File: src/rtl/regfile_ctrl_pkg.sv
// rtl/regfile_ctrl_pkg.sv - opcodes and FSM state encoding for regfile_ctrl
package regfile_ctrl_pkg;

    localparam logic [1:0] OP_READ  = 2'b00;
    localparam logic [1:0] OP_WRITE = 2'b01;
    localparam logic [1:0] OP_READ2 = 2'b10;
    localparam logic [1:0] OP_FILL  = 2'b11;

    typedef enum logic [1:0] {
        IDLE = 2'b00,
        RD   = 2'b01,
        RSP  = 2'b10,
        FILL = 2'b11
    } state_t;

endpackage

File: src/rtl/regfile_ctrl.sv
// rtl/regfile_ctrl.sv - command-side initiator for a 2-read/1-write register file
module regfile_ctrl
    import regfile_ctrl_pkg::*;
#(
    parameter int BW_DATA = 16,
    parameter int BW_ADDR = 4
) (
    input  logic               i_clk,
    input  logic               i_rstn,
    input  logic               i_cmd_valid,
    output logic               o_cmd_ready,
    input  logic [1:0]         i_cmd_op,
    input  logic [BW_ADDR-1:0] i_cmd_addr0,
    input  logic [BW_ADDR-1:0] i_cmd_addr1,
    input  logic [BW_DATA-1:0] i_cmd_data,
    output logic               o_rsp_valid,
    input  logic               i_rsp_ready,
    output logic [BW_DATA-1:0] o_rsp_data0,
    output logic [BW_DATA-1:0] o_rsp_data1,
    output logic               o_busy,
    output logic               o_rf_wr_en,
    output logic [BW_ADDR-1:0] o_rf_wr_addr,
    output logic [BW_DATA-1:0] o_rf_wr_data,
    output logic [BW_ADDR-1:0] o_rf_rd_addr0,
    output logic [BW_ADDR-1:0] o_rf_rd_addr1,
    input  logic [BW_DATA-1:0] i_rf_rd_data0,
    input  logic [BW_DATA-1:0] i_rf_rd_data1
);

    localparam logic [BW_ADDR-1:0] ADDR_LAST = '1;

    state_t state, state_next;
    logic   cmd_fire;

    assign o_cmd_ready = (state == IDLE);
    assign cmd_fire    = i_cmd_valid && o_cmd_ready;

    always_ff @(posedge i_clk) begin
        if (!i_rstn) state <= IDLE;
        else         state <= state_next;
    end

    always_comb begin
        state_next = state;
        case (state)
            IDLE: begin
                if (cmd_fire) begin
                    case (i_cmd_op)
                        OP_READ, OP_READ2: state_next = RD;
                        OP_FILL:           state_next = FILL;
                        default:           state_next = IDLE;
                    endcase
                end
            end
            RD:      state_next = RSP;
            RSP:     if (i_rsp_ready) state_next = IDLE;
            FILL:    if (o_rf_wr_addr == ADDR_LAST) state_next = IDLE;
            default: state_next = IDLE;
        endcase
    end

    // The write address doubles as the fill counter; the sweep stops on all-ones.
    always_ff @(posedge i_clk) begin
        if (!i_rstn) begin
            o_rsp_valid   <= 1'b0;
            o_rsp_data0   <= '0;
            o_rsp_data1   <= '0;
            o_busy        <= 1'b0;
            o_rf_wr_en    <= 1'b0;
            o_rf_wr_addr  <= '0;
            o_rf_wr_data  <= '0;
            o_rf_rd_addr0 <= '0;
            o_rf_rd_addr1 <= '0;
        end else begin
            case (state)
                IDLE: begin
                    o_rf_wr_en <= 1'b0;
                    if (cmd_fire) begin
                        case (i_cmd_op)
                            OP_WRITE: begin
                                o_rf_wr_en   <= 1'b1;
                                o_rf_wr_addr <= i_cmd_addr0;
                                o_rf_wr_data <= i_cmd_data;
                            end
                            OP_READ: begin
                                o_rf_rd_addr0 <= i_cmd_addr0;
                                o_rf_rd_addr1 <= i_cmd_addr0;
                            end
                            OP_READ2: begin
                                o_rf_rd_addr0 <= i_cmd_addr0;
                                o_rf_rd_addr1 <= i_cmd_addr1;
                            end
                            default: begin
                                o_rf_wr_en   <= 1'b1;
                                o_rf_wr_addr <= '0;
                                o_rf_wr_data <= i_cmd_data;
                                o_busy       <= 1'b1;
                            end
                        endcase
                    end
                end
                RD: begin
                    o_rf_wr_en  <= 1'b0;
                    o_rsp_data0 <= i_rf_rd_data0;
                    o_rsp_data1 <= i_rf_rd_data1;
                    o_rsp_valid <= 1'b1;
                end
                RSP: begin
                    if (i_rsp_ready) o_rsp_valid <= 1'b0;
                end
                FILL: begin
                    if (o_rf_wr_addr == ADDR_LAST) begin
                        o_rf_wr_en <= 1'b0;
                        o_busy     <= 1'b0;
                    end else begin
                        o_rf_wr_addr <= o_rf_wr_addr + 1'b1;
                    end
                end
                default: o_rf_wr_en <= 1'b0;
            endcase
        end
    end

endmodule
File: config.mk
export PLATFORM = sky130hd
export DESIGN_NAME = regfile_ctrl
export DESIGN_NICKNAME = d
export VERILOG_FILES = /design/src/rtl/regfile_ctrl_pkg.sv /design/src/rtl/regfile_ctrl.sv
export SDC_FILE = /design/constraint.sdc
export NUM_CORES = 1
export LEC_CHECK = 0
export CAP_MARGIN = 20
export CORE_UTILIZATION = 36
export DETAILED_ROUTE_END_ITERATION = 8
export HOLD_SLACK_MARGIN = 0.15
export PLACE_DENSITY = 0.76
export SETUP_SLACK_MARGIN = 0.15
export SYNTH_ARGS = -nofsm -noshare
export SYNTH_HDL_FRONTEND = slang
export SYNTH_SLANG_ARGS = --single-unit
File: constraint.sdc
create_clock -name i_clk -period 1.3 [get_ports i_clk]
set_input_delay 0.13 -clock i_clk [delete_from_list [all_inputs] [get_ports i_clk]]
set_output_delay 0.13 -clock i_clk [all_outputs]
set_load 0.05 [all_outputs]
**Word-level counts from Yosys, hierarchy flattened**

Index checks and enable logic that the tools add are counted.

- Output and inout bits: 64
- Memories kept: 0
- Bits of input ports: 62
- Latch bits: 0
- Bits in writable memories: 0
- ROM bits: 0
- Register bits after elaboration: 65
- Logic and storage cells: 61

- $lt $le $gt $ge: 0
- Equal/unequal tests: 13
- Multipliers: 0
- Bitwise logic cells: 1
- Div/mod/pow operators: 0
- Mux-type cells: 19
- Reductions and logical operators: 17
- Add/subtract/negate cells: 1
- Shifts and indexed selects: 0

Operator list:

| kind | count |
|---|---|
| case mux 4 bit (2 select lines) | 3 |
| AND reduction 3 bit | 4 |
| inequality test 2 bit (second input constant) | 5 |
| == test 2 bit (second input constant) | 4 |
| two-way mux 4 bit | 2 |
| case mux 2 bit (4 select lines) | 1 |
| AND reduction 4 bit | 2 |
| two-way mux 1 bit | 6 |
| two-way mux 2 bit | 3 |
| nonzero test 2 bit | 3 |
| adder 4 x 1 -> 4 bit (second input constant) | 1 |
| == test 2 x 1 -> 1 bit (second input constant) | 2 |
| == test 4 bit (second input constant) | 1 |
| zero test 2 bit | 2 |
| case mux 1 bit (2 select lines) | 2 |
| case mux 2 bit (2 select lines) | 1 |
| AND reduction 2 bit | 2 |
| case mux 1 bit (3 select lines) | 1 |
| nonzero test 3 bit | 1 |
| OR reduction 3 bit | 1 |
| inequality test 2 x 1 -> 1 bit (second input constant) | 1 |
| OR reduction 2 bit | 1 |
| logical AND 1 bit | 1 |
| NOT 1 bit | 1 |

**Longest topological paths before layout**

Gate-level depths: netlist (run 1).

- Depth in word-level cells: 5
- Gate-level depth with buffers: 6
- Mapped depth without buffers: 5

**Worst setup path after synthesis (run 1)**

Ideal clock, no wire load.

- Kind: flip-flop to flip-flop
- From: register state[1]
- To: register o_rf_wr_data[10]
- Slack: -0.525 ns
- Required time: 1.230 ns
- Stages on the path, launching flop included: 7
- Arrival time: 1.755 ns
- Setup time: 0.070 ns
- Clock period less this slack: 1.825 ns
- Buffers on the path: 2
- Cells stage by stage: dfxtp_1 > nor2_1 > and3_1 > buf_2 > buf_4 > nand2_1 > a21oi_1

- Longest elaborated chain between the ends: 3

RTL lines:

| element | line | source |
|---|---|---|
| from (decl) | regfile_ctrl.sv:32 | `state_t state, state_next;` |
| from (signal assigned) | regfile_ctrl.sv:40 | `else state <= state_next;` |
| zero test 2 bit (*) | regfile_ctrl.sv:35 | `assign o_cmd_ready = (state == IDLE);` |
| net o_cmd_ready | regfile_ctrl.sv:11 | `output logic o_cmd_ready,` |
| logical AND 1 bit | regfile_ctrl.sv:36 | `assign cmd_fire = i_cmd_valid && o_cmd_ready;` |
| AND reduction 3 bit (no source line) (*) | - |  |
| to (signal assigned) | regfile_ctrl.sv:83 | `o_rf_wr_data <= i_cmd_data;` |
| to (signal assigned) | regfile_ctrl.sv:96 | `o_rf_wr_data <= i_cmd_data;` |
| to (decl) | regfile_ctrl.sv:23 | `output logic [BW_DATA-1:0] o_rf_wr_data,` |

Mark *: on every way through the listed nets, which the timed path passes. The rest lies on a longest branch.
A chain may end at the register's enable or synchronous reset.

**Final worst setup path (run 1)**

- From: register o_rf_wr_addr[1]
- To: register o_rf_wr_addr[2]

- Longest elaborated chain between the ends: 3
- Elaborated cells on any way between the ends: 6
- Classes of those cells: add/sub (1); eq/ne (2); mux (2); reduce/logical (1)

RTL lines:

| element | line | source |
|---|---|---|
| from (decl) | regfile_ctrl.sv:22 | `output logic [BW_ADDR-1:0] o_rf_wr_addr,` |
| from (signal assigned) | regfile_ctrl.sv:82 | `o_rf_wr_addr <= i_cmd_addr0;` |
| from (signal assigned) | regfile_ctrl.sv:116 | `o_rf_wr_addr <= o_rf_wr_addr + 1'b1;` |
| adder 4 x 1 -> 4 bit or == test 4 bit (tied branches) | regfile_ctrl.sv:116, regfile_ctrl.sv:112 |  |
| two-way mux 4 bit or inequality test 2 bit (tied branches) | - |  |
| case mux 4 bit (2 select lines) or AND reduction 4 bit (tied branches) | - |  |

Several ways; a longest one is shown, not always the timed one. The select of a mux whose other input is x is not followed.

==> metrics.yaml, run 1 <==
clocking:
  root_buffer: "clkbuf_8"
  cts_tree: "built"
  htreeDepth: 3
  path_clk_slew_ns: 0.08
  clock-sinks: 65
  numCtsBuffers: 9
  worstSkewPairLatency_ns: 0.34
  cts_hold_buf: 0
  clock_path_buffers: 2
floorplanning:
  die-area_um2: 7250
  initial_core_util_pct: 38.3
  core_area_um2: 6490
  num_io_pins: 126
  rows: 29
  die_h_um: 85.1
  dieWidth_um: 85.1
power_and_ir_drop:
  pwr-share-seq_pct: 37.9
  comb_power_share_pct: 31.5
  p_sw_mw: 1.83
  p_leak_nw: 2.34
  powerDensity_nw_per_um2: 1040
  p_int_mw: 4.08
  clock_power_share_pct: 30.6
  swShare_pct: 30.9
  power_mw: 5.91
  max-vdd-ir-drop_v: 0.000759
logic_synthesis:
  syn_nets: 360
  ys_warn_count: 0
  ys_types: 33
  ys_seq_area_share_pct: 52.3
  synth-seq-cells: 65
  synthesis.area_um2: 2490
  synth_area_per_cell_um2: 8.38
  synth_cells: 297
grt:
  grt_usage_pct: 23.7
  overflow: 0
  grt_max_degree: 27
  grt_antenna_before_repair: 0
  grt_pass1_vias: 2900
  grt_first_pass_wirelength_um: 13400
routing:
  highest_layer: "met4"
  first_pass_iters: 4
  wl_per_cell_um: 18.1
  wl_met1_um: 3670
  drt_iter0_markers: 89
  finalWirelength_um: 9680
  vias_per_cell: 5.24
  wl_met2_um: 5170
  met3_length_um: 524
  drtAntennaViolNets: 0
  drc: 0
  dr_total_vias: 2801
sta:
  layout_setup_ws_ns: -0.0662
  rsz0062_at_grt: "true"
  max_freq_mhz: 732
  period_share_pct: 105
  fin_hold_ws_ns: 0.347
  tightest_slew_ns: 0.383
  hold_viol_final: 0
  fin_worst_skew_ns: 0.00847
  maxSlewViolCount: 0
  slew_headroom_pct: 74.4
  min_period_ns: 1.37
  finalSetupViolCount: 18
worst_setup_path:
  path_class: "register to register"
  crit_path_max_incr_delay_ns: 0.36
  arrival_ns: 1.61
  critPathMaxFanout: 8
  crit_top_cell: "buf_4"
  slowest_stage: "dfxtp_4"
  critPathBufInv: 2
  endpoint_kind: "register"
  required_ns: 1.55
  crit_chain: "ha_4 > and3_4 > o21ai_4 > buf_4 > buf_4 > a221oi_2"
  crit_family: "flip-flops"
  crit_path_start_kind: "register"
finish:
  final_cell_mix: "69 x buf_12, 60 x clkdlybuf4s50_1, 59 x dfxtp_1"
  final_core_util_pct: 87.2
  syn_to_final_growth_pct: 128
  drive_gt1_share_pct: 52.0
  layout_commonest_cell: "buf_12"
  layout.nets: 517
  layoutNonFillerInstCount: 535
  insertedDiodeCount: 0
placed_design:
  post-place-ws_ns: -0.327
  place.gp.congestion: 0.786
  post-dp-hpwl_um: 5340
  port_buffers: 125
  dp_cells: 500
outcome:
  violations: "setup timing"
  status: "complete, but fails checks"
hold_path:
  hold_class: "primary input to register"
job:
  max_cap_viol_count: 0
==> worst min-delay path, stage by stage <==
cell and delay [ns]:
clkdlybuf4s50_1 0.41, nand2_1 0.06, a21oi_1 0.05
==> metal layers <==
| metal | track usage, % | vias to the layer above |
|---|---|---|
| met5 | 0 | - |
| met4 | 12.3 | 0 |
| met3 | 6.13 | 32 |
| met2 | 42.4 | 116 |
| met1 | 25.8 | 1347 |
| li1 | - | 1306 |
==> final cells by class <==
type,count,area (um2)
inverters,2,7.51
multi-input cells,209,1640
clock buffers,13,170
fillers,286,831
well taps,77,96.3
clock inverters,2,35.0
flip-flops and latches,65,1320
repair buffers,167,2400
==> per-stage QoR <==
stage,area [um2],setup TNS (ns)
final,5660,-0.318
after global routing,5660,-1.90
after detailed placement,4640,-6.42
after CTS,5190,-0.134
after floorplan,2550,-0.198
after global placement,4640,-4.91
==> power by group through the flow <==
stage	registers (mW)	clock network (mW)	logic, mW
finish	2.24	1.81	1.86
detailed placement	2.27	0	1.49
global placement	2.27	0	1.46
floorplan	2.58	0	0.345
global route	2.25	1.95	1.93
CTS	2.23	1.83	1.65
==> Yosys cell counts, drive strengths merged <==
master	count	share of area, %
nand2	99	15
dfxtp	65	52
a21oi	55	11
buf	15	3.6
nor2	14	2.1
mux2i	9	3.6
a211oi	6	2.6
clkbuf	6	0.91
o21ai	4	1.3
and3	3	0.75
nand3	3	0.60
nor2b	3	0.75
inv	2	0.30
nand2b	2	0.50
a221oi	1	0.35
a2bb2oi	1	0.35
a31oi	1	0.25
a32oi	1	0.35
and2	1	0.25
ha	1	0.50
nand3b	1	0.30
nand4bb	1	0.45
nor4b	1	0.96
o311a	1	0.40
xor2	1	0.35
==> flip-flops by register name, summed over array words and instances (netlist names) <==
| register | flops |
|---|---|
| o_rf_wr_en | 1 |
| o_rf_rd_addr0 | 4 |
| o_rsp_data1 | 16 |
| o_rf_rd_addr1 | 4 |
| o_rf_wr_addr | 4 |
| o_rsp_valid | 1 |
| o_rsp_data0 | 16 |
| o_busy | 1 |
| o_rf_wr_data | 16 |
| state | 2 |
==> final timing paths <==
path | to | depth (start not counted) | slack [ns] | startpoint
min reg2reg | o_busy$_SDFFE_PN0P_ | 2 | 0.49 | o_busy$_SDFFE_PN0P_
max reg2reg | o_rf_wr_addr[2]$_SDFFE_PN0P_ | 6 | -0.07 | o_rf_wr_addr[1]$_SDFFE_PN0P_
min | o_rsp_data0[12]$_SDFFE_PN0P_ | 3 | 0.35 | i_rf_rd_data0[12]
max | o_rf_wr_addr[2]$_SDFFE_PN0P_ | 6 | -0.07 | o_rf_wr_addr[1]$_SDFFE_PN0P_
==> logic make-up (layout without fill, tap and decap cells) <==
| logic type | Yosys count | count (layout) | share of synthesized area [%] |
|---|---|---|---|
| AOI/OAI and AO/OA | 70 | 70 | 16.7 |
| adders and majority gates | 1 | 1 | 0.503 |
| DFF | 65 | 65 | 52.3 |
| xor gates and xnor gates | 1 | 1 | 0.352 |
| and+or+nand+nor | 128 | 128 | 21.7 |
| buffers and inverters | 23 | 184 | 4.83 |
| muxes | 9 | 9 | 3.62 |
==> timing repair <==
action,in CTS,in global routing
cloned,3,2
resized for setup,61,97
pin swaps,20,67
setup buffers,7,8
endpoints found under the setup margin,63,66
(Power assumes the default switching activity.)
==> run 2: changes to the inputs <==
CORE_UTILIZATION = 43   (was 36)
PLACE_DENSITY = 0.85   (was 0.76)
clock period = 1.7 ns   (was 1.3 ns; I/O delays follow)
==> run 2 against run 1 <==
Net effect:
- via count shrank 12%
- sequential share of layout area grew 9.7 points
- worst setup slack gained 0.33 ns
- largest cell class is now registers
- critical path depth shrank 1
- hold slack gained 0.045 ns
- highest routed layer unchanged
- clock power shrank 37%
- global-route usage shrank 1.3 points
- the run now ends clean
- largest power group unchanged
- routed wire length shrank 32%
==> metrics.yaml, run 2 (same netlist as run 1, synthesis figures left out) <==
outcome:
  status: "finished clean"  # was complete, but fails checks
grt:
  grt_usage_pct: 22.5  # was 23.7%
  overflow: 0  # unchanged
  grt_pass1_vias: 2374  # was 2900
  grt_first_pass_wirelength_um: 10900  # was 13400 um
  grt_antenna_before_repair: 0  # unchanged
  grt_max_degree: 33  # was 27
finish:
  post-route-cell-area_um2: 3960  # was 5660 um2
  top_regs: "o_rf_wr_data (16), o_rsp_data0 (16), o_rsp_data1 (16)"  # unchanged
  fillers: 469  # was 286
  layout.nets: 485  # was 517
  final_core_util_pct: 71.5  # was 87.2%
  drive_gt1_share_pct: 11.0  # was 52.0%
  insertedDiodeCount: 0  # unchanged
  final_cell_mix: "98 x nand2_1, 61 x clkdlybuf4s50_1, 61 x dfxtp_1"  # was 69 x buf_12, 60 x clkdlybuf4s50_1, 59 x dfxtp_1
  layout_commonest_cell: "nand2_1"  # was buf_12
  layoutNonFillerInstCount: 499  # was 535
  syn_to_final_growth_pct: 59.2  # was 128%
worst_setup_path:
  endpoint_kind: "register"  # unchanged
  required_ns: 1.92  # was 1.55 ns
  critPathMaxFanout: 8  # unchanged
  arrival_ns: 1.66  # was 1.61 ns
  crit_path_start_kind: "register"  # unchanged
  ff2ff_path_depth: 5  # was 6
  path_class: "register to register"  # unchanged
routing:
  dr_total_vias: 2458  # was 2801
  vias_per_cell: 4.93  # was 5.24
  drc: 0  # unchanged
  drt_iter0_markers: 63  # was 89
  wl_per_cell_um: 13.2  # was 18.1 um
  first_pass_iters: 4  # unchanged
  drtAntennaViolNets: 0  # unchanged
  finalWirelength_um: 6580  # was 9680 um
hold_path:
  hold_depth: 3  # unchanged
  hold_class: "primary input to register"  # unchanged
power_and_ir_drop:
  max-vdd-ir-drop_v: 0.000581  # was 0.000759 V
  powerDensity_nw_per_um2: 927  # was 1040 nW/um2
  power_mw: 3.67  # was 5.91 mW
  p_leak_nw: 1.72  # was 2.34 nW
clocking:
  cts_tree: "built"  # unchanged
  htreeDepth: 3  # unchanged
  cts_setup_buffers: 0  # was 7
  clock_path_buffers: 2  # unchanged
  clock-sinks: 65  # unchanged
  path_clk_slew_ns: 0.07  # was 0.08 ns
  numCtsBuffers: 9  # unchanged
  root_buffer: "clkbuf_8"  # unchanged
  cts_hold_buf: 0  # unchanged
  worstSkewPairLatency_ns: 0.32  # was 0.34 ns
sta:
  tns_ns: 0  # was -0.318 ns
  finalSetupViolCount: 0  # was 18
  fin_worst_skew_ns: 0.00525  # was 0.00847 ns
  rsz0062_at_grt: "false"  # was true
  slew_headroom_pct: 65.2  # was 74.4%
  hold_viol_final: 0  # unchanged
  period_share_pct: 84.6  # was 105%
  min_period_ns: 1.44  # was 1.37 ns
  max_freq_mhz: 695  # was 732 MHz
  maxSlewViolCount: 0  # unchanged
  tightest_slew_ns: 0.524  # was 0.383 ns
floorplanning:
  dieWidth_um: 78.1  # was 85.1 um
  rows: 27  # was 29
  num_io_pins: 126  # unchanged
  die-area_um2: 6090  # was 7250 um2
  core_area_um2: 5540  # was 6490 um2
  initial_core_util_pct: 44.9  # was 38.3%
  die_h_um: 78.1  # was 85.1 um
placed_design:
  place.gp.congestion: 0.778  # was 0.786
  post-dp-hpwl_um: 4760  # was 5340 um
  dp_cells: 483  # was 500
  place_area_um2: 3850  # was 4640 um2
  port_buffers: 125  # unchanged
job:
  max_cap_viol_count: 0  # unchanged
==> run 2: cell count changes in the layout (fill, tap and decap cells not counted), moves of 42 or more <==
cell / before / now
nand2_4: 42 / 0
a21oi_1: 8 / 55
dlygate4sd2_1: 0 / 57
a21oi_2: 47 / 0
buf_12: 69 / 5
nand2_1: 52 / 98
==> run 2: final timing paths <==
check                                                  start                            to  slack [ns]
worst max-delay path            o_rf_wr_addr[0]$_SDFFE_PN0P_  o_rf_wr_addr[2]$_SDFFE_PN0P_        0.26
worst min-delay path                        i_rf_rd_data0[0]   o_rsp_data0[0]$_SDFFE_PN0P_        0.39
worst max register to register  o_rf_wr_addr[0]$_SDFFE_PN0P_  o_rf_wr_addr[2]$_SDFFE_PN0P_        0.26
worst min register to register  o_rsp_data1[11]$_SDFFE_PN0P_  o_rsp_data1[11]$_SDFFE_PN0P_        0.45
==> run 2: power breakdown <==
group | internal, mW | switching (mW) | total [mW]
clock network | 0.603 | 0.540 | 1.14
logic | 0.335 | 0.524 | 0.860
registers | 1.61 | 0.0586 | 1.67
total | 2.55 | 1.12 | 3.67
==> run 2: worst max-delay path: stages (launching register included) <==
cell and delay [ns]:
dfxtp_2 0.35, ha_1 0.23, and3_4 0.21, o21ai_4 0.22, o21ai_1 0.10, a221oi_1 0.24
==> run 2: metal layers <==
layer,wire length [um],up-vias,global-route usage (%)
met4,100,0,10.2
met1,2670,1122,25.8
li1,-,1235,-
met2,3360,91,38.9
met5,0,-,0
met3,450,10,5.93
==> run 2: final cells by class <==
cell class | count | area [um2] | share of cell area, %
Tap cell | 72 | 90.1 | 2.27
Clock inverter | 3 | 15.0 | 0.379
Inverter | 2 | 7.51 | 0.190
Timing Repair Buffer | 135 | 1300 | 32.8
Clock buffer | 13 | 159 | 4.01
Sequential cell | 65 | 1310 | 33.0
Multi-Input combinational cell | 209 | 1080 | 27.3
==> run 2: through the flow <==
| stage | setup slack, ns | hold slack [ns] |
|---|---|---|
| after floorplan | 0.197 | 0.301 |
| after global placement | 0.106 | 0.441 |
| after detailed placement | 0.0237 | 0.445 |
| after CTS | 0.163 | 0.381 |
| after global routing | 0.199 | 0.398 |
| final | 0.261 | 0.392 |
==> run 2: timing repair <==
action / 4_1_cts / 5_1_grt
pin swaps: 0 / 1
resized for setup: 58 / 4
cloned: 0 / 0
setup endpoints to repair: 58 / 20
==> run 3: changes to the inputs <==
CORE_UTILIZATION = 40   (was 43)
PLACE_DENSITY = 0.8   (was 0.85)
clock period = 1.35 ns   (was 1.7 ns; I/O delays follow)
==> run 3 against run 2 <==
Net effect:
- synthesized cell count unchanged
- the flow now stops in global routing (5_1_grt)
- synthesized area unchanged
==> metrics.yaml, run 3 <==
sta:
  postGrtWorstEndpoint: "o_rf_wr_addr[2]$_SDFFE_PN0P_/D"
  worst_endpoint_kind: "register input"
clocking:
  htreeDepth: 3  # unchanged
  clock_path_buffers: 2  # unchanged
  root_buffer: "clkbuf_8"  # unchanged
  clock-sinks: 65  # unchanged
  numCtsBuffers: 9  # unchanged
placed_design:
  post-dp-hpwl_um: 5310  # was 4760 um
  port_buffers: 125  # unchanged
  post-place-ws_ns: -0.301  # was 0.0237 ns
  place.gp.congestion: 0.784  # was 0.778
  dp_cells: 494  # was 483
logic_synthesis:
  synth_edf_count: 0  # unchanged
  synth-seq-cells: 65  # unchanged
  synth_top_area_share_pct: 52.3  # unchanged
  synth_most_common_cell: "nand2_1"  # unchanged
  ys_seq_area_share_pct: 52.3  # unchanged
  ys_top_cells_by_area: "dfxtp_1 52%, nand2_1 15%, a21oi_1 11%"  # unchanged
  synth_area_per_cell_um2: 8.38  # unchanged
  synthesis.area_um2: 2490  # unchanged
  synth_cells: 297  # unchanged
  async_reset_ff_share_pct: 0  # unchanged
  synth_commonest_cells: "98 x nand2_1, 65 x dfxtp_1, 55 x a21oi_1"  # unchanged
  ys.flop_type: "dfxtp_1"  # unchanged
  synth.largest_area_cell: "dfxtp_1"  # unchanged
  ys_warn_count: 0  # unchanged
  ys_types: 33  # unchanged
  syn_nets: 360  # unchanged
outcome:
  haltStage: "global routing (5_1_grt)"
  status: "aborted with a tool error"  # was finished clean
  toolErrorMsg: "[ERROR DPL-0033] detailed placement checks failed during check placement."
floorplanning:
  num_io_pins: 126  # unchanged
  die_h_um: 80.9  # was 78.1 um
  rows: 28  # was 27
  dieWidth_um: 80.9  # was 78.1 um
  initial_core_util_pct: 41.8  # was 44.9%
grt:
  grt_antenna_before_repair: 0
  grt_max_degree: 23
[run 3: cell counts after synthesis]
Identical to the previous run, type by type.
[run 3: per-stage QoR]
stage          util [%]  instance area (um2)  setup TNS (ns)
3_5_place_dp       77.6                 4620           -7.56
2_1_floorplan         -                 2550               0
3_3_place_gp       77.6                 4620           -4.43
4_1_cts            90.7                 5400         -0.0176
[run 3: kinds of logic after synthesis]
| family | after synthesis | share of synthesized area [%] |
|---|---|---|
| AND/OR/NAND/NOR | 128 | 21.7 |
| AO/OA/AOI/OAI | 70 | 16.7 |
| multiplexers | 9 | 3.62 |
| XOR/XNOR | 1 | 0.352 |
| flip-flops | 65 | 52.3 |
| adder cells (fa/ha/maj) | 1 | 0.503 |
| buffers and inverters | 23 | 4.83 |
[run 3: timing repair]
item,CTS
resized for setup,102
cloned,5
hold buffers,0
buffers inserted,11
endpoints found under the setup margin,63
pin swaps,48
==> run 4: changes to the inputs <==
CORE_UTILIZATION = 35   (was 40)
HOLD_SLACK_MARGIN = not set   (was 0.15)
PLACE_DENSITY = not set   (was 0.8)
PLACE_DENSITY_LB_ADDON = 0.15   (was not set)
SETUP_SLACK_MARGIN = not set   (was 0.15)
==> run 4 against run 3 <==
Net effect:
- the flow now finishes, with violations (setup timing)
==> metrics.yaml, run 4 (same netlist as run 1, synthesis figures left out) <==
routing:
  drt_iter0_markers: 41
  drc: 0
  finalWirelength_um: 7320
  vias_per_cell: 4.69
  first_pass_iters: 4
  drtAntennaViolNets: 0
  wl_per_cell_um: 13.6
  dr_total_vias: 2531
finish:
  insertedDiodeCount: 0
  final_cell_mix: "98 x nand2_1, 67 x buf_12, 61 x clkdlybuf4s50_1"
  drive_gt1_share_pct: 29.1
  post-route-cell-area_um2: 4930
  syn_to_final_growth_pct: 98.0
  fillers: 535
  top_regs: "o_rf_wr_data (16), o_rsp_data0 (16), o_rsp_data1 (16)"
  layout_commonest_cell: "nand2_1"
  layout.nets: 503
clocking:
  worstSkewPairLatency_ns: 0.33
  numCtsBuffers: 9  # unchanged
  cts_hold_buf: 0  # unchanged
  root_buffer: "clkbuf_8"  # unchanged
  path_clk_slew_ns: 0.07
  clock-sinks: 65  # unchanged
  clock_path_buffers: 2  # unchanged
  htreeDepth: 3  # unchanged
  cts_tree: "built"
floorplanning:
  rows: 30  # was 28
  dieWidth_um: 86.3  # was 80.9 um
  core_area_um2: 6830
  num_io_pins: 126  # unchanged
  initial_core_util_pct: 36.4  # was 41.8%
  die_h_um: 86.3  # was 80.9 um
  die-area_um2: 7450
hold_path:
  hold_class: "primary input to register"
  hold_start: "i_cmd_data[5]"
  hold_end: "o_rf_wr_data[5]$_SDFFE_PN0P_"
  hold_depth: 3
worst_setup_path:
  crit_path_start_kind: "register"
  ff2ff_path_depth: 5
  crit_path_max_incr_delay_ns: 0.35
  required_ns: 1.57
  rr_startpoint: "o_rf_wr_addr[1]$_SDFFE_PN0P_"
  crit_family: "flip-flops"
  ff2ff_setup_slack_ns: -0.04
  arrival_ns: 1.61
  path_class: "register to register"
  critPathBufInv: 0
  reg2reg_to: "o_rf_wr_addr[0]$_SDFFE_PN0P_"
  critPathMaxFanout: 7
  slowest_stage: "dfxtp_4"
  crit_chain: "ha_4 > and3_4 > o21ai_4 > mux2i_1 > a21oi_2"
  worstSetupPathDepth: 5
  endpoint_kind: "register"
grt:
  grt_usage_pct: 19.4
  grt_antenna_before_repair: 0
  grt_pass1_vias: 2443
  overflow: 0
  grt_first_pass_wirelength_um: 11400
  grt_max_degree: 33
sta:
  fin_worst_skew_ns: 0.00648
  tightest_slew_ns: 0.301
  slew_headroom_pct: 80.0
  maxSlewViolCount: 0
  period_share_pct: 103
  finalSetupViolCount: 3
  fin_hold_ws_ns: 0.346
  max_freq_mhz: 718
  tns_ns: -0.0862
  min_period_ns: 1.39
  hold_viol_final: 0
  rsz0062_at_grt: "true"
  layout_setup_ws_ns: -0.0436
power_and_ir_drop:
  p_leak_nw: 1.86
  max-vdd-ir-drop_v: 0.000759
  powerDensity_nw_per_um2: 1040
outcome:
  violations: "setup timing"
  status: "complete, but fails checks"  # was aborted with a tool error
placed_design:
  port_buffers: 125  # unchanged
  post-place-ws_ns: -0.298  # was -0.301 ns
  post-dp-hpwl_um: 5090  # was 5310 um
  place.gp.congestion: 0.769  # was 0.784
  place_area_um2: 4630  # was 4620 um2
job:
  max_cap_viol_count: 0
==> run 4: report_power, final <==
part           switching (mW)  internal, mW  total [mW]
logic                   0.702         0.753        1.46
registers               0.122          2.03        2.15
clock network           0.718         0.805        1.52
total                    1.54          3.58        5.13
==> run 4: repair_timing <==
| action | in CTS | in global routing |
|---|---|---|
| pin swaps | 0 | 7 |
| cloned | 0 | 2 |
| gates resized for setup | 3 | 10 |
| setup endpoints to repair | 54 | 25 |
| setup buffers | 0 | 4 |
==> run 4: layer usage <==
metal	global-route usage (%)	routed length (um)
met1	24.3	3310
met2	31.4	3440
met4	6.06	91
met5	0	0
met3	6.86	484
==> run 4: layout make-up <==
cell class                      instances  area (um2)  share of cell area [%]
Clock inverter                          2        12.5                   0.254
Clock buffer                           13         169                    3.43
Multi-Input combinational cell        209        1120                    22.7
Sequential cell                        65        1320                    26.8
Timing Repair Buffer                  153        2180                    44.3
Inverter                                2        7.51                   0.152
Tap cell                               96         120                    2.44
==> run 4: per-stage QoR <==
step,power [mW],util (%),cells
floorplan,2.80,-,297
global placement,3.58,67.7,519
detailed placement,3.60,67.7,519
CTS,5.12,70.4,534
global route,5.35,72.1,540
finish,5.13,72.1,540
==> run 4: worst reg2reg max path, delay by kind of cell, from the launching register on <==
kind	cells	cell delay [ns]
compound gates	2	0.33
fa+ha+maj	1	0.16
mux	1	0.26
flops	1	0.35
simple gates	1	0.17
==> run 4: how the worst max path moves through the flow <==
stage	from	endpoint	slack, ns
floorplan	state[1]$_SDFFE_PN0P_	o_rf_rd_addr0[0]$_SDFFE_PN0P_	-0.02
global placement	i_cmd_op[0]	o_rf_wr_data[15]$_SDFFE_PN0P_	-0.20
detailed placement	i_cmd_op[0]	o_rf_wr_data[1]$_SDFFE_PN0P_	-0.30
CTS	o_rf_wr_addr[0]$_SDFFE_PN0P_	o_rf_wr_addr[2]$_SDFFE_PN0P_	-0.008
global route	o_rf_wr_addr[1]$_SDFFE_PN0P_	o_rf_wr_addr[0]$_SDFFE_PN0P_	-0.1
finish	o_rf_wr_addr[1]$_SDFFE_PN0P_	o_rf_wr_addr[0]$_SDFFE_PN0P_	-0.04
